### src/rtl/game_pkg.sv
// Shared game sequencing types and the game_state codes consumed by the
// drawing mux and the per-screen drawers.
package game_pkg;

    typedef enum logic [2:0] {
        S_START   = 3'd0,
        S_PLAY    = 3'd1,
        S_RESPAWN = 3'd2,
        S_WIN     = 3'd3,
        S_OVER    = 3'd4
    } state_e;

    localparam logic [2:0] GS_START = 3'd1;
    localparam logic [2:0] GS_PLAY  = 3'd2;
    localparam logic [2:0] GS_WIN   = 3'd3;
    localparam logic [2:0] GS_OVER  = 3'd4;

    // Respawning is still "playing" as far as the screens are concerned.
    function automatic logic [2:0] state_to_code(state_e s);
        logic [2:0] code;
        case (s)
            S_START:   code = GS_START;
            S_PLAY:    code = GS_PLAY;
            S_RESPAWN: code = GS_PLAY;
            S_WIN:     code = GS_WIN;
            S_OVER:    code = GS_OVER;
            default:   code = GS_START;
        endcase
        return code;
    endfunction

endpackage

### src/rtl/game_flow_ctrl_frame_timer.sv
// Saturating frame counter; done pulses on the target-th tick after a clear.
module frame_timer #(
    parameter int W = 8
) (
    input  logic         clk,
    input  logic         reset,
    input  logic         clr,
    input  logic         tick,
    input  logic [W-1:0] target,
    output logic         done
);

    logic [W-1:0] count_q;
    logic [W-1:0] count_d;

    always_comb begin
        count_d = count_q;
        if (clr) begin
            count_d = '0;
        end else if (tick && (count_q != '1)) begin
            count_d = count_q + 1'b1;
        end
    end

    // Decoded from the current count only, so it never depends on clr and
    // the parent FSM can use it to decide its own transition without a loop.
    assign done = tick && (count_q == (target - W'(1)));

    always_ff @(posedge clk) begin
        if (reset) begin
            count_q <= '0;
        end else begin
            count_q <= count_d;
        end
    end

endmodule

### src/rtl/game_flow_ctrl.sv
// Top-level game sequencer: owns game_state, lives, level, respawn freeze
// and end-screen timeouts, and pulses new_game / level_start for the movers.
module game_flow_ctrl
    import game_pkg::*;
#(
    parameter int LIVES_INIT     = 3,
    parameter int NUM_LEVELS     = 2,
    parameter int RESPAWN_FRAMES = 60,
    parameter int END_FRAMES     = 180
) (
    input  logic       clk,
    input  logic       reset,
    input  logic       start_of_frame,
    input  logic       start_key,
    input  logic       player_hit,
    input  logic       level_clear,
    output logic [2:0] game_state,
    output logic [1:0] lives,
    output logic [1:0] level,
    output logic       freeze,
    output logic       new_game,
    output logic       level_start
);

    localparam int TMAX = (RESPAWN_FRAMES > END_FRAMES) ? RESPAWN_FRAMES : END_FRAMES;
    localparam int TW   = $clog2(TMAX + 1);

    state_e     state_q, state_d;
    logic [2:0] game_state_q, game_state_d;
    logic [1:0] lives_q, lives_d;
    logic [1:0] level_q, level_d;
    logic       freeze_q, freeze_d;
    logic       new_game_q, new_game_d;
    logic       level_start_q, level_start_d;
    logic       key_d_q;

    logic          key_edge;
    logic          timer_clr;
    logic          timer_done;
    logic [TW-1:0] timer_target;

    assign key_edge     = start_key && !key_d_q;
    assign timer_target = (state_q == S_RESPAWN) ? TW'(RESPAWN_FRAMES) : TW'(END_FRAMES);
    assign timer_clr    = (state_d != state_q);

    frame_timer #(
        .W (TW)
    ) u_frame_timer (
        .clk    (clk),
        .reset  (reset),
        .clr    (timer_clr),
        .tick   (start_of_frame),
        .target (timer_target),
        .done   (timer_done)
    );

    always_comb begin
        state_d       = state_q;
        lives_d       = lives_q;
        level_d       = level_q;
        new_game_d    = 1'b0;
        level_start_d = 1'b0;

        case (state_q)
            S_START: begin
                if (key_edge) begin
                    state_d       = S_PLAY;
                    lives_d       = 2'(LIVES_INIT);
                    level_d       = 2'd0;
                    new_game_d    = 1'b1;
                    level_start_d = 1'b1;
                end
            end
            S_PLAY: begin
                // A hit in the same cycle as a clear wins; the clear is lost.
                if (player_hit) begin
                    if (lives_q == 2'd1) begin
                        state_d = S_OVER;
                        lives_d = 2'd0;
                    end else begin
                        state_d = S_RESPAWN;
                        lives_d = lives_q - 2'd1;
                    end
                end else if (level_clear) begin
                    if (level_q == 2'(NUM_LEVELS - 1)) begin
                        state_d = S_WIN;
                    end else begin
                        level_d       = level_q + 2'd1;
                        level_start_d = 1'b1;
                    end
                end
            end
            S_RESPAWN: begin
                if (timer_done) begin
                    state_d       = S_PLAY;
                    level_start_d = 1'b1;
                end
            end
            S_WIN, S_OVER: begin
                if (key_edge || timer_done) begin
                    state_d = S_START;
                end
            end
            default: begin
                state_d = S_START;
            end
        endcase

        game_state_d = state_to_code(state_d);
        freeze_d     = (state_d == S_RESPAWN);
    end

    always_ff @(posedge clk) begin
        if (reset) begin
            state_q       <= S_START;
            game_state_q  <= GS_START;
            lives_q       <= 2'd0;
            level_q       <= 2'd0;
            freeze_q      <= 1'b0;
            new_game_q    <= 1'b0;
            level_start_q <= 1'b0;
            key_d_q       <= 1'b1;
        end else begin
            state_q       <= state_d;
            game_state_q  <= game_state_d;
            lives_q       <= lives_d;
            level_q       <= level_d;
            freeze_q      <= freeze_d;
            new_game_q    <= new_game_d;
            level_start_q <= level_start_d;
            key_d_q       <= start_key;
        end
    end

    assign game_state  = game_state_q;
    assign lives       = lives_q;
    assign level       = level_q;
    assign freeze      = freeze_q;
    assign new_game    = new_game_q;
    assign level_start = level_start_q;

endmodule

### config.mk
export PLATFORM = sky130hd
export DESIGN_NAME = game_flow_ctrl
export DESIGN_NICKNAME = d
export VERILOG_FILES = /design/src/rtl/game_pkg.sv /design/src/rtl/game_flow_ctrl_frame_timer.sv /design/src/rtl/game_flow_ctrl.sv
export SDC_FILE = /design/constraint.sdc
export NUM_CORES = 1
export LEC_CHECK = 0
export ABC_CLOCK_PERIOD_IN_PS = 4300
export BUFFER_PORTS_ARGS = -buffer_cell sky130_fd_sc_hd__clkbuf_2
export CAP_MARGIN = 20
export CORE_MARGIN = 2
export CORE_UTILIZATION = 59
export DETAILED_ROUTE_END_ITERATION = 6
export HOLD_SLACK_MARGIN = 0.02
export PLACE_DENSITY_LB_ADDON = 0.2
export SLEW_MARGIN = 15
export SYNTH_ARGS = -nofsm -noshare
export SYNTH_HDL_FRONTEND = slang
export SYNTH_SLANG_ARGS = --single-unit
### constraint.sdc
create_clock -name clk -period 4.3 [get_ports clk]
set_input_delay 0.645 -clock clk [delete_from_list [all_inputs] [get_ports clk]]
set_output_delay 0.645 -clock clk [all_outputs]
set_load 0.05 [all_outputs]
==> impl_results.md <==
- Die W: 46.8 um
- Async SR Flop Fraction: 0%
- Multi-input gate area: 599 sq um
- Worst Setup Slack post-DPL: 1.87 ns
- Nets: 153
- DRT Pass-1 Iters: 4
- DRC Markers: 0
- Leakage: 0.473 nW
- Hold path startpoint: u_frame_timer.count_q[1]
- CP bufs+invs: 0
- Die Y: approximately 47 um
- Final worst slack: 2.16 ns
- CP Launch Type: flop
- Number of synthesized flops with an enable pin: 0
- WP data required: 4.53 ns
- Share of cells above drive strength 1: 18.9%
- Synth top area cells: dfxtp_1 (41%), nor2_1 (8.3%), a211oi_2 (3.5%), ha_1 (3.5%), nand2_1 (3.5%)
- Drt via density: 5.58
- Final Slew Violations: 0
- CP top delay family: simple AND/OR/NAND/NOR gates
- Reg area: 440 sq um
- Clock Latency Late Sink: roughly 0.30 ns
- Pin count of the biggest net entering global routing: 15
- Part of the cycle the worst path needs: 49.7%
- Final GP Congestion: 0.905
- Sum of negative setup slack: 0 ns
- Max-Cap Viols: 0
- Crit-path most repeated cell: a211oi_2
- Worst Tran Pin Value: 0.505 ns
- Worst-path maximum fanout: 10
- Crit path cell chain: or3b_1, a211oi_2, nor3_1, or4b_1, a211oi_2
- HPWL after DPL: 1560 um
- Total GRT Usage: 21.7%
- Yosys reg bits: 22
- Initial Utilization: 62.7%
- Final hold vios: 0
- Relative slew slack: 66.1%
- Synth Net Count: 136
- Fmax: between 400 and 500 MHz
- Synthesis Warnings: 0
- Post-synthesis sequential area ratio: 40.7%
- Total detailed-routing wirelength: 2080 um
- CP max-delay cell: or4b_1
- Avg Cell Area, Syn: between 8 and 9 sq um
- Synth Instances: 127
- DR vias: approximately 940
- DIE AREA: 2190 sq um
- R2R setup slack: roughly 2.2 ns
- Crit-path max cell delay: 0.68 ns
- Post-CTS Setup Inserts: 0
- CTS clk-pin slew, worst paths: 0.13 ns
- CTS tree: built
- RSZ-0062 raised after global routing: false
- CTS Hold Buffers Added: 0
- Reg2Reg Depth: 5
- Hold Path Stages: 2
- Routed Antenna Nets: 0
- Commonest non-fill, non-tap cell in the layout: nor2_1
- P&R area growth vs syn: 12.8%
- Clk buf depth: 2
- Fillcell total: 151
- H-tree Lvls: 1
- Minimum clock period: 2.14 ns
- Num CTS Buffers: 3
- CTS Root Cell: clkbuf_4
- R2r startpoint: state_q[0]
- Most frequent cells in the layout: nor2_1 (24), dfxtp_1 (22), clkbuf_2 (15), nand2_1 (10), inv_1 (6)
- Iter 0 DRT Violations: 14
- Vias in the first global route: 809
- Hold Path End: u_frame_timer.count_q[1]
- Initial antenna violation count: 0
- WL per Instance: about 12 um
- Core ar.: about 1700 sq um
- Inserted Diodes: 0
- Finish-stage setup viols: 0
- Ports: 16
- Gr ovfl total: 0
- Top cell type's share of synthesized area: roughly 40%
- R2R Path End: u_frame_timer.count_q[6]
- WP data arrival: roughly 2.4 ns
- PwrDens: 346 nW/um^2
- Unique masters post-synth: 39
- Post-CTS Resized: 0
- Top_reg_cell synth: dfxtp_1
- Site row count: 15
- Crit end category: flop
- Critical path class: flop to flop
- Area leader, netlist: dfxtp_1
- HP Class: flop to flop
- Max rail drop VDD: 0.286 mV
- First-pass GRT wire length: 3350 um
- Final Skew: 0.00707 ns
- Outcome: finished, final reports clean
- Post-Syn Area: approximately 1100 sq um
- Clock net sink count: 22
- # port buffers: 15
[metal layers]
| metal | vias up | global-route usage [%] | part of all wire, % |
|---|---|---|---|
| met4 | 0 | 10.0 | 1.8 |
| met1 | 438 | 29.8 | 50 |
| met3 | 4 | 4.62 | 3.0 |
| met5 | - | 0 | 0 |
| li1 | 478 | - | - |
| met2 | 17 | 32.6 | 45 |
[cell families (layout without fill, tap and decap cells)]
group,Yosys count,after routing,synth area share (%)
xor+xnor,5,5,4.05
buf+inv,9,25,3.93
compound gates,20,20,15.0
simple gates,68,68,32.8
flops,22,22,40.7
fa+ha+maj,3,3,3.47
[worst register-to-register path, delay by kind of cell (launching register included)]
family | cells | cell delay [ns]
AO/OA/AOI/OAI | 2 | 0.48
flip-flops | 1 | 0.42
AND/OR/NAND/NOR | 3 | 1.17
[synthesized netlist by cell type, types with 2 or more instances]
cell type  count
xor2_1         3
nand3b_1       2
and2_1         2
nand2b_1       2
or2_2          3
nor2_1        24
nand3_1        5
a211oi_1       2
inv_1          6
nor3_1         4
nor2b_1        2
or3b_2         2
a211oi_2       3
a31oi_1        2
ha_1           3
xnor2_1        2
nand2_1       10
nor3b_1        2
and3_1         4
dfxtp_1       22
a211o_1        3
a21oi_1        2
[how the worst max path moves through the flow]
| stage | startpoint | cells past startpoint | end | slack, ns |
|---|---|---|---|---|
| global route | state_q[0] | 5 | u_frame_timer.count_q[6] | 1.99 |
| detailed placement | start_key | 6 | u_frame_timer.count_q[6] | 1.87 |
| CTS | state_q[0] | 5 | u_frame_timer.count_q[6] | 2.15 |
| finish | state_q[0] | 5 | u_frame_timer.count_q[6] | 2.16 |
| floorplan | start_key | 6 | u_frame_timer.count_q[7] | 2.14 |
| global placement | start_key | 6 | u_frame_timer.count_q[6] | 1.91 |
[cell type report]
class | count | area share, %
Clock buffer | 3 | 1.84
Multi-Input combinational cell | 96 | 49.1
Clock inverter | 1 | 2.46
Tap cell | 25 | 2.56
Timing Repair Buffer | 15 | 6.15
Inverter | 6 | 1.84
Sequential cell | 22 | 36.1
[through the flow]
| step | cells | util (%) | hold slack [ns] | power (mW) | area (sq um) |
|---|---|---|---|---|---|
| finish | 168 | 70.7 | 0.494 | 0.423 | 1220 |
| global route | 168 | 70.7 | 0.531 | 0.440 | 1220 |
| CTS | 168 | 70.7 | 0.500 | 0.427 | 1220 |
| detailed placement | 164 | 67.7 | 0.482 | 0.271 | 1170 |
| global placement | 164 | 67.7 | 0.455 | 0.269 | 1170 |
| floorplan | 127 | - | 0.449 | 0.259 | 1080 |
[sequential cells by signal, indices dropped and copies added (netlist names)]
name	cells
level_start	1
new_game	1
lives	2
key_d_q	1
u_frame_timer.count_q	8
game_state	3
level	2
freeze	1
state_q	3
[report_power, final]
| group | internal, mW | leakage (nW) | switching [mW] |
|---|---|---|---|
| Sequential | 0.211 | 0.179 | 0.00527 |
| Clock | 0.0941 | 0.0279 | 0.0621 |
| Combinational | 0.0163 | 0.267 | 0.0341 |
Note: power is estimated with default switching activity, not from simulation.
